==> config.mk <==
export PLATFORM = sky130hd
export DESIGN_NAME = div_unit
export DESIGN_NICKNAME = d
export VERILOG_FILES = /design/src/rtl/div_unit.sv
export SDC_FILE = /design/constraint.sdc
export NUM_CORES = 1
export LEC_CHECK = 0
export ABC_AREA = 1
export BUFFER_PORTS_ARGS = -buffer_cell sky130_fd_sc_hd__buf_2
export CAP_MARGIN = 20
export CORE_UTILIZATION = 48
export CTS_CLUSTER_DIAMETER = 80
export CTS_CLUSTER_SIZE = 25
export DETAILED_ROUTE_END_ITERATION = 8
export PLACE_DENSITY = 0.66
export SLEW_MARGIN = 10
export SYNTH_ARGS = -nofsm -noshare
export SYNTH_HDL_FRONTEND = slang
export SYNTH_SLANG_ARGS = --single-unit
==> constraint.sdc <==
create_clock -name clk -period 2.66 [get_ports clk]
set_input_delay 0.133 -clock clk [delete_from_list [all_inputs] [get_ports clk]]
set_output_delay 0.133 -clock clk [all_outputs]
set_load 0.01 [all_outputs]
==> src/rtl/div_unit.sv <==
// ---------------------------------------------------------------------------
// div_unit
//   Multi-cycle 32-bit integer divider for DIV / DIVU requests from the EX
//   stage. EX raises start_i with its operands and stalls; the unit returns
//   {remainder, quotient} on result_o together with ready_o. EX forwards the
//   remainder as the HI write and the quotient as the LO write.
//   Radix-2 restoring division, one quotient bit per clock.
//
// Parameters
//   WIDTH         operand width (result_o is 2*WIDTH)
//   CNT_W         iteration counter width, must be able to hold WIDTH
//
// Ports
//   clk           rising-edge clock
//   rst           synchronous active-high reset
//   signed_div_i  1 = signed DIV, 0 = unsigned DIVU
//   opdata1_i     dividend, sampled only when a request is accepted
//   opdata2_i     divisor, sampled only when a request is accepted
//   start_i       request, held high by EX until it has consumed the result
//   annul_i       cancels an in-flight division (pipeline flush)
//   result_o      {remainder, quotient}, valid while ready_o = 1
//   ready_o       result valid
//   div_zero_o    divisor was zero (present only with DIV_ZERO_FLAG_EN)
//
// Build option
//   DIV_ZERO_FLAG_EN  when defined, adds the div_zero_o port. When it is not
//                     defined a divide-by-zero simply returns 0 with ready_o.
// ---------------------------------------------------------------------------
module div_unit #(
  parameter int WIDTH = 32,
  parameter int CNT_W = 6
) (
  input  logic               clk,
  input  logic               rst,
  input  logic               signed_div_i,
  input  logic [WIDTH-1:0]   opdata1_i,
  input  logic [WIDTH-1:0]   opdata2_i,
  input  logic               start_i,
  input  logic               annul_i,
  output logic [2*WIDTH-1:0] result_o,
  output logic               ready_o
`ifdef DIV_ZERO_FLAG_EN
  ,
  output logic               div_zero_o
`endif
);

  typedef enum logic [1:0] {
    FREE   = 2'd0,
    BYZERO = 2'd1,
    ON     = 2'd2,
    END    = 2'd3
  } state_t;

  state_t           state;
  logic [CNT_W-1:0] cnt;

  // rem holds the partial remainder. quo starts as the dividend magnitude;
  // each step shifts its MSB into rem and a quotient bit into its LSB, so
  // after WIDTH steps it holds the full quotient magnitude.
  logic [WIDTH-1:0] rem;
  logic [WIDTH-1:0] quo;
  logic [WIDTH-1:0] dsr;
  logic             dvd_neg;
  logic             dsr_neg;

  logic [WIDTH-1:0] dvd_mag;
  logic [WIDTH-1:0] dsr_mag;
  logic             accept_neg1;
  logic             accept_neg2;

  logic [WIDTH+1:0] trial;
  logic             borrow;
  logic [WIDTH-1:0] quo_fix;
  logic [WIDTH-1:0] rem_fix;

  // Operand magnitudes at accept time. For DIVU the operands pass through.
  always_comb begin
    accept_neg1 = signed_div_i & opdata1_i[WIDTH-1];
    accept_neg2 = signed_div_i & opdata2_i[WIDTH-1];
    dvd_mag     = accept_neg1 ? (~opdata1_i + 1'b1) : opdata1_i;
    dsr_mag     = accept_neg2 ? (~opdata2_i + 1'b1) : opdata2_i;
  end

  // One restoring step: shift the next dividend bit into the partial
  // remainder and try to subtract the divisor. The extra top bit of trial
  // is the borrow; a borrow means the subtraction is discarded.
  always_comb begin
    trial  = {1'b0, rem, quo[WIDTH-1]} - {2'b00, dsr};
    borrow = trial[WIDTH+1];
  end

  // Sign fixup. Negation wraps mod 2^WIDTH, so the most negative dividend
  // divided by -1 gives back the most negative value as quotient.
  always_comb begin
    quo_fix = (dvd_neg ^ dsr_neg) ? (~quo + 1'b1) : quo;
    rem_fix = dvd_neg ? (~rem + 1'b1) : rem;
  end

  always_ff @(posedge clk) begin
    if (rst) begin
      state    <= FREE;
      cnt      <= '0;
      rem      <= '0;
      quo      <= '0;
      dsr      <= '0;
      dvd_neg  <= 1'b0;
      dsr_neg  <= 1'b0;
      ready_o  <= 1'b0;
      result_o <= '0;
`ifdef DIV_ZERO_FLAG_EN
      div_zero_o <= 1'b0;
`endif
    end else begin
      case (state)
        FREE: begin
          ready_o  <= 1'b0;
          result_o <= '0;
`ifdef DIV_ZERO_FLAG_EN
          div_zero_o <= 1'b0;
`endif
          if (start_i && !annul_i) begin
            dvd_neg <= accept_neg1;
            dsr_neg <= accept_neg2;
            dsr     <= dsr_mag;
            quo     <= dvd_mag;
            rem     <= '0;
            cnt     <= '0;
            if (opdata2_i == '0) begin
              state <= BYZERO;
            end else begin
              state <= ON;
            end
          end
        end

        // Divide-by-zero waits one padding edge (cnt 0 -> 1) so the zero
        // result is presented two edges after the request was accepted.
        BYZERO: begin
          if (annul_i) begin
            state <= FREE;
            cnt   <= '0;
          end else if (cnt == '0) begin
            cnt <= CNT_W'(1);
          end else begin
            state    <= END;
            cnt      <= '0;
            ready_o  <= 1'b1;
            result_o <= '0;
`ifdef DIV_ZERO_FLAG_EN
            div_zero_o <= 1'b1;
`endif
          end
        end

        ON: begin
          if (annul_i) begin
            state    <= FREE;
            cnt      <= '0;
            ready_o  <= 1'b0;
            result_o <= '0;
          end else if (cnt == CNT_W'(WIDTH)) begin
            state    <= END;
            cnt      <= '0;
            ready_o  <= 1'b1;
            result_o <= {rem_fix, quo_fix};
          end else begin
            cnt <= cnt + CNT_W'(1);
            if (borrow) begin
              rem <= {rem[WIDTH-2:0], quo[WIDTH-1]};
              quo <= {quo[WIDTH-2:0], 1'b0};
            end else begin
              rem <= trial[WIDTH-1:0];
              quo <= {quo[WIDTH-2:0], 1'b1};
            end
          end
        end

        // The result stays on the outputs until EX drops start_i; a flush
        // arriving here is ignored because the result is already complete.
        END: begin
          if (!start_i) begin
            state    <= FREE;
            ready_o  <= 1'b0;
            result_o <= '0;
`ifdef DIV_ZERO_FLAG_EN
            div_zero_o <= 1'b0;
`endif
          end
        end

        default: begin
          state    <= FREE;
          cnt      <= '0;
          ready_o  <= 1'b0;
          result_o <= '0;
        end
      endcase
    end
  end

endmodule

==> flow_metrics.tcl <==
set metrics [dict create \
    avgViaCountPerCell 5.31 \
    vias 13900 \
    powerDensity_nw_per_um2 836 \
    hold_violations 0 \
    min_period_ps 2500 \
    numCtsBuffers 17 \
    grt_max_degree 124 \
    antenna_found_initial 0 \
    ys_seq_area_share_pct 26.3 \
    netlist_top_cells_area "dfxtp_1, nand2_1, inv_1, a21oi_1, nand3_1" \
    initial_utilization_pct 49.4 \
    synth_ff_type "dfxtp_1" \
    grt_first_pass_wirelength_um 64100 \
    hpwl_um 30700 \
    row_count 59 \
    p_leak_uw 0.00734 \
    fin_tns_setup_ps 0 \
    cts_tree "built" \
    finClkSkew_ps 13.7 \
    io_pins 134 \
    synth-edff-count 0 \
    synth-async-reset-ratio_pct 0 \
    slew_violations 0 \
    critical_path_class "reg2reg" \
    die_x_um 167 \
    vdd_drop_max_mv 0.570 \
    insertion_delay_ps 440 \
    cap_viol_max_count 0 \
    endpoint_kind "register" \
    postRouteAntennaNets 0 \
    synth_cell_types 52 \
    synth_seq_cells 171 \
    drc 0 \
    final.setup.worst_slack_ps 158 \
    arrival_ps 2810 \
    rsz0062_at_grt "no" \
    die_area_um2 27800 \
    wl_per_cell_um 15.0 \
    final.period_utilization_pct 94.1 \
    fill_cells 2746 \
    place.port_buffers 133 \
    synth.top_cells.by_count "nand2_1, inv_1, a21oi_1" \
    max_slew.worst_pin.slew_ps 681 \
    grt_usage_pct 28.5 \
    synthesis.nets 2277 \
    globalplace.congestion 0.976 \
    hold_class "in2reg" \
    worstSetupStartpointType "register" \
    stdcell_count 2614 \
    yosys.area.top_type_share_pct 26.3 \
    cts.clk_slew.worst_paths_ps 80 \
    postSynthCellCount 2165 \
    die_h_um 167 \
    post-synth-top-count-cell "nand2_1" \
    firstDrtPassIters 5 \
    synth_area_um2 13000 \
    htree_levels 4 \
    worstPathMaxFanout 21 \
    p_total_uw 12200 \
    fin_area_um2 14600 \
    cts_setup_buffers 0 \
    num_antenna_cells 0 \
    dp_slack_ps 208 \
    drive_gt1_share_pct 11.9 \
    root_buffer "clkbuf_16" \
    routed_wl_um 39300 \
    fmax_mhz 400 \
    cp.required_ps 2970 \
    clk_path_buf_depth 2 \
    areaGrowthSynthToFinish_pct 12.1 \
    overflow 0 \
    placed_cells 2579 \
    placed_area_um2 13900 \
    core_um2 26400 \
    synth.largest_area_cell "dfxtp_1" \
    drt_iter0_drc 1118 \
    fin_nets 2378 \
    setup_viol 0 \
    slew_headroom_pct 54.5 \
    yosysWarnings 0 \
    clock-sinks 171 \
    syn_area_per_cell_um2 6.01 \
    status "finished clean" \
    first_global_vias 12500 \
]
[state kept, by name, summed over array words and instances, names as in the netlist]
name      count
dsr          32
state         2
dvd_neg       1
dsr_neg       1
quo          32
cnt           6
result_o     64
ready_o       1
rem          32
[logic make-up (layout without fill, tap and decap cells)]
| logic type | count (synthesis) | count (layout) | synth area share (%) |
|---|---|---|---|
| fa+ha+maj | 43 | 43 | 4.19 |
| buf+inv | 391 | 505 | 12.2 |
| flops | 171 | 171 | 26.3 |
| xor+xnor | 68 | 68 | 4.58 |
| simple gates | 1143 | 1143 | 38.2 |
| compound gates | 349 | 349 | 14.5 |
[final cells by class]
type                       instances  area, µm²  area share (%)
multi-input combinational       1603       8030            55.1
sequential                       171       3420            23.5
inverter                         312       1170            8.05
timing repair buffer             161        923            6.33
clock buffer                      17        425            2.92
tap                              335        419            2.87
clock inverter                    15        188            1.29
[where the power goes]
group	internal [µW]	switching [µW]	total (µW)
Combinational	1960	4270	6230
Sequential	2930	394	3330
Clock	1290	1340	2640
[final timing paths]
check	cells after the start	end	from	slack (ps)
setup reg to reg	10	rem[2]$_SDFFE_PP0P_	rem[29]$_SDFFE_PP0P_	160
setup / recovery	10	rem[2]$_SDFFE_PP0P_	rem[29]$_SDFFE_PP0P_	160
hold reg to reg	2	result_o[25]$_SDFFE_PP0P_	result_o[25]$_SDFFE_PP0P_	460
hold / removal	3	dsr[7]$_SDFFE_PP0P_	opdata2_i[7]	10
[repair_timing]
| action | 4_1_cts | 5_1_grt |
|---|---|---|
| resized for setup | 0 | 3 |
| endpoints found under the setup margin | 0 | 4 |
| hold endpoints to repair | 4 | 0 |
| hold buffers | 3 | 0 |
[routing by layer]
| layer | track usage (%) | wire length (µm) | vias to the layer above |
|---|---|---|---|
| met5 | 0 | 0 | - |
| met4 | 8.17 | 862 | 0 |
| met3 | 3.99 | 3180 | 58 |
| met2 | 38.7 | 14900 | 500 |
| met1 | 45.5 | 20400 | 6169 |
| li1 | - | - | 7153 |
[worst max-delay path, stage by stage (launching register included)]
cell,delay (ps)
dfxtp_1,470
ha_1,350
a21oi_1,290
o21ai_0,110
nor2_1,100
nand2_1,140
nor2_8,310
buf_4,310
nand3_1,130
nand3_1,100
a21oi_1,60
[layout by cell type, fill, tap and decap left out, types with 13 or more instances in the layout]
| cell | Yosys | routed |
|---|---|---|
| nor3_1 | 25 | 25 |
| inv_2 | 17 | 17 |
| inv_1 | 290 | 290 |
| clkbuf_16 | 0 | 17 |
| xnor2_1 | 21 | 21 |
| ha_1 | 42 | 42 |
| buf_4 | 8 | 23 |
| xor2_1 | 47 | 47 |
| nor2_1 | 174 | 173 |
| nand3_1 | 201 | 200 |
| nand2_1 | 636 | 636 |
| buf_2 | 21 | 132 |
| nand4_1 | 28 | 28 |
| o21ai_0 | 81 | 81 |
| nand2_2 | 13 | 13 |
| dfxtp_1 | 171 | 170 |
| a21oi_1 | 212 | 212 |
| nand3b_1 | 13 | 13 |
[through the flow]
step | hold WS, ps | util (%)
4_1_cts | 4.09 | 55.3
6_report | 11.1 | 55.3
3_5_place_dp | 439 | 52.8
5_1_grt | 30.5 | 55.3
2_1_floorplan | 291 | -
3_3_place_gp | 425 | 52.8
Power figures use the tool's default switching activity.
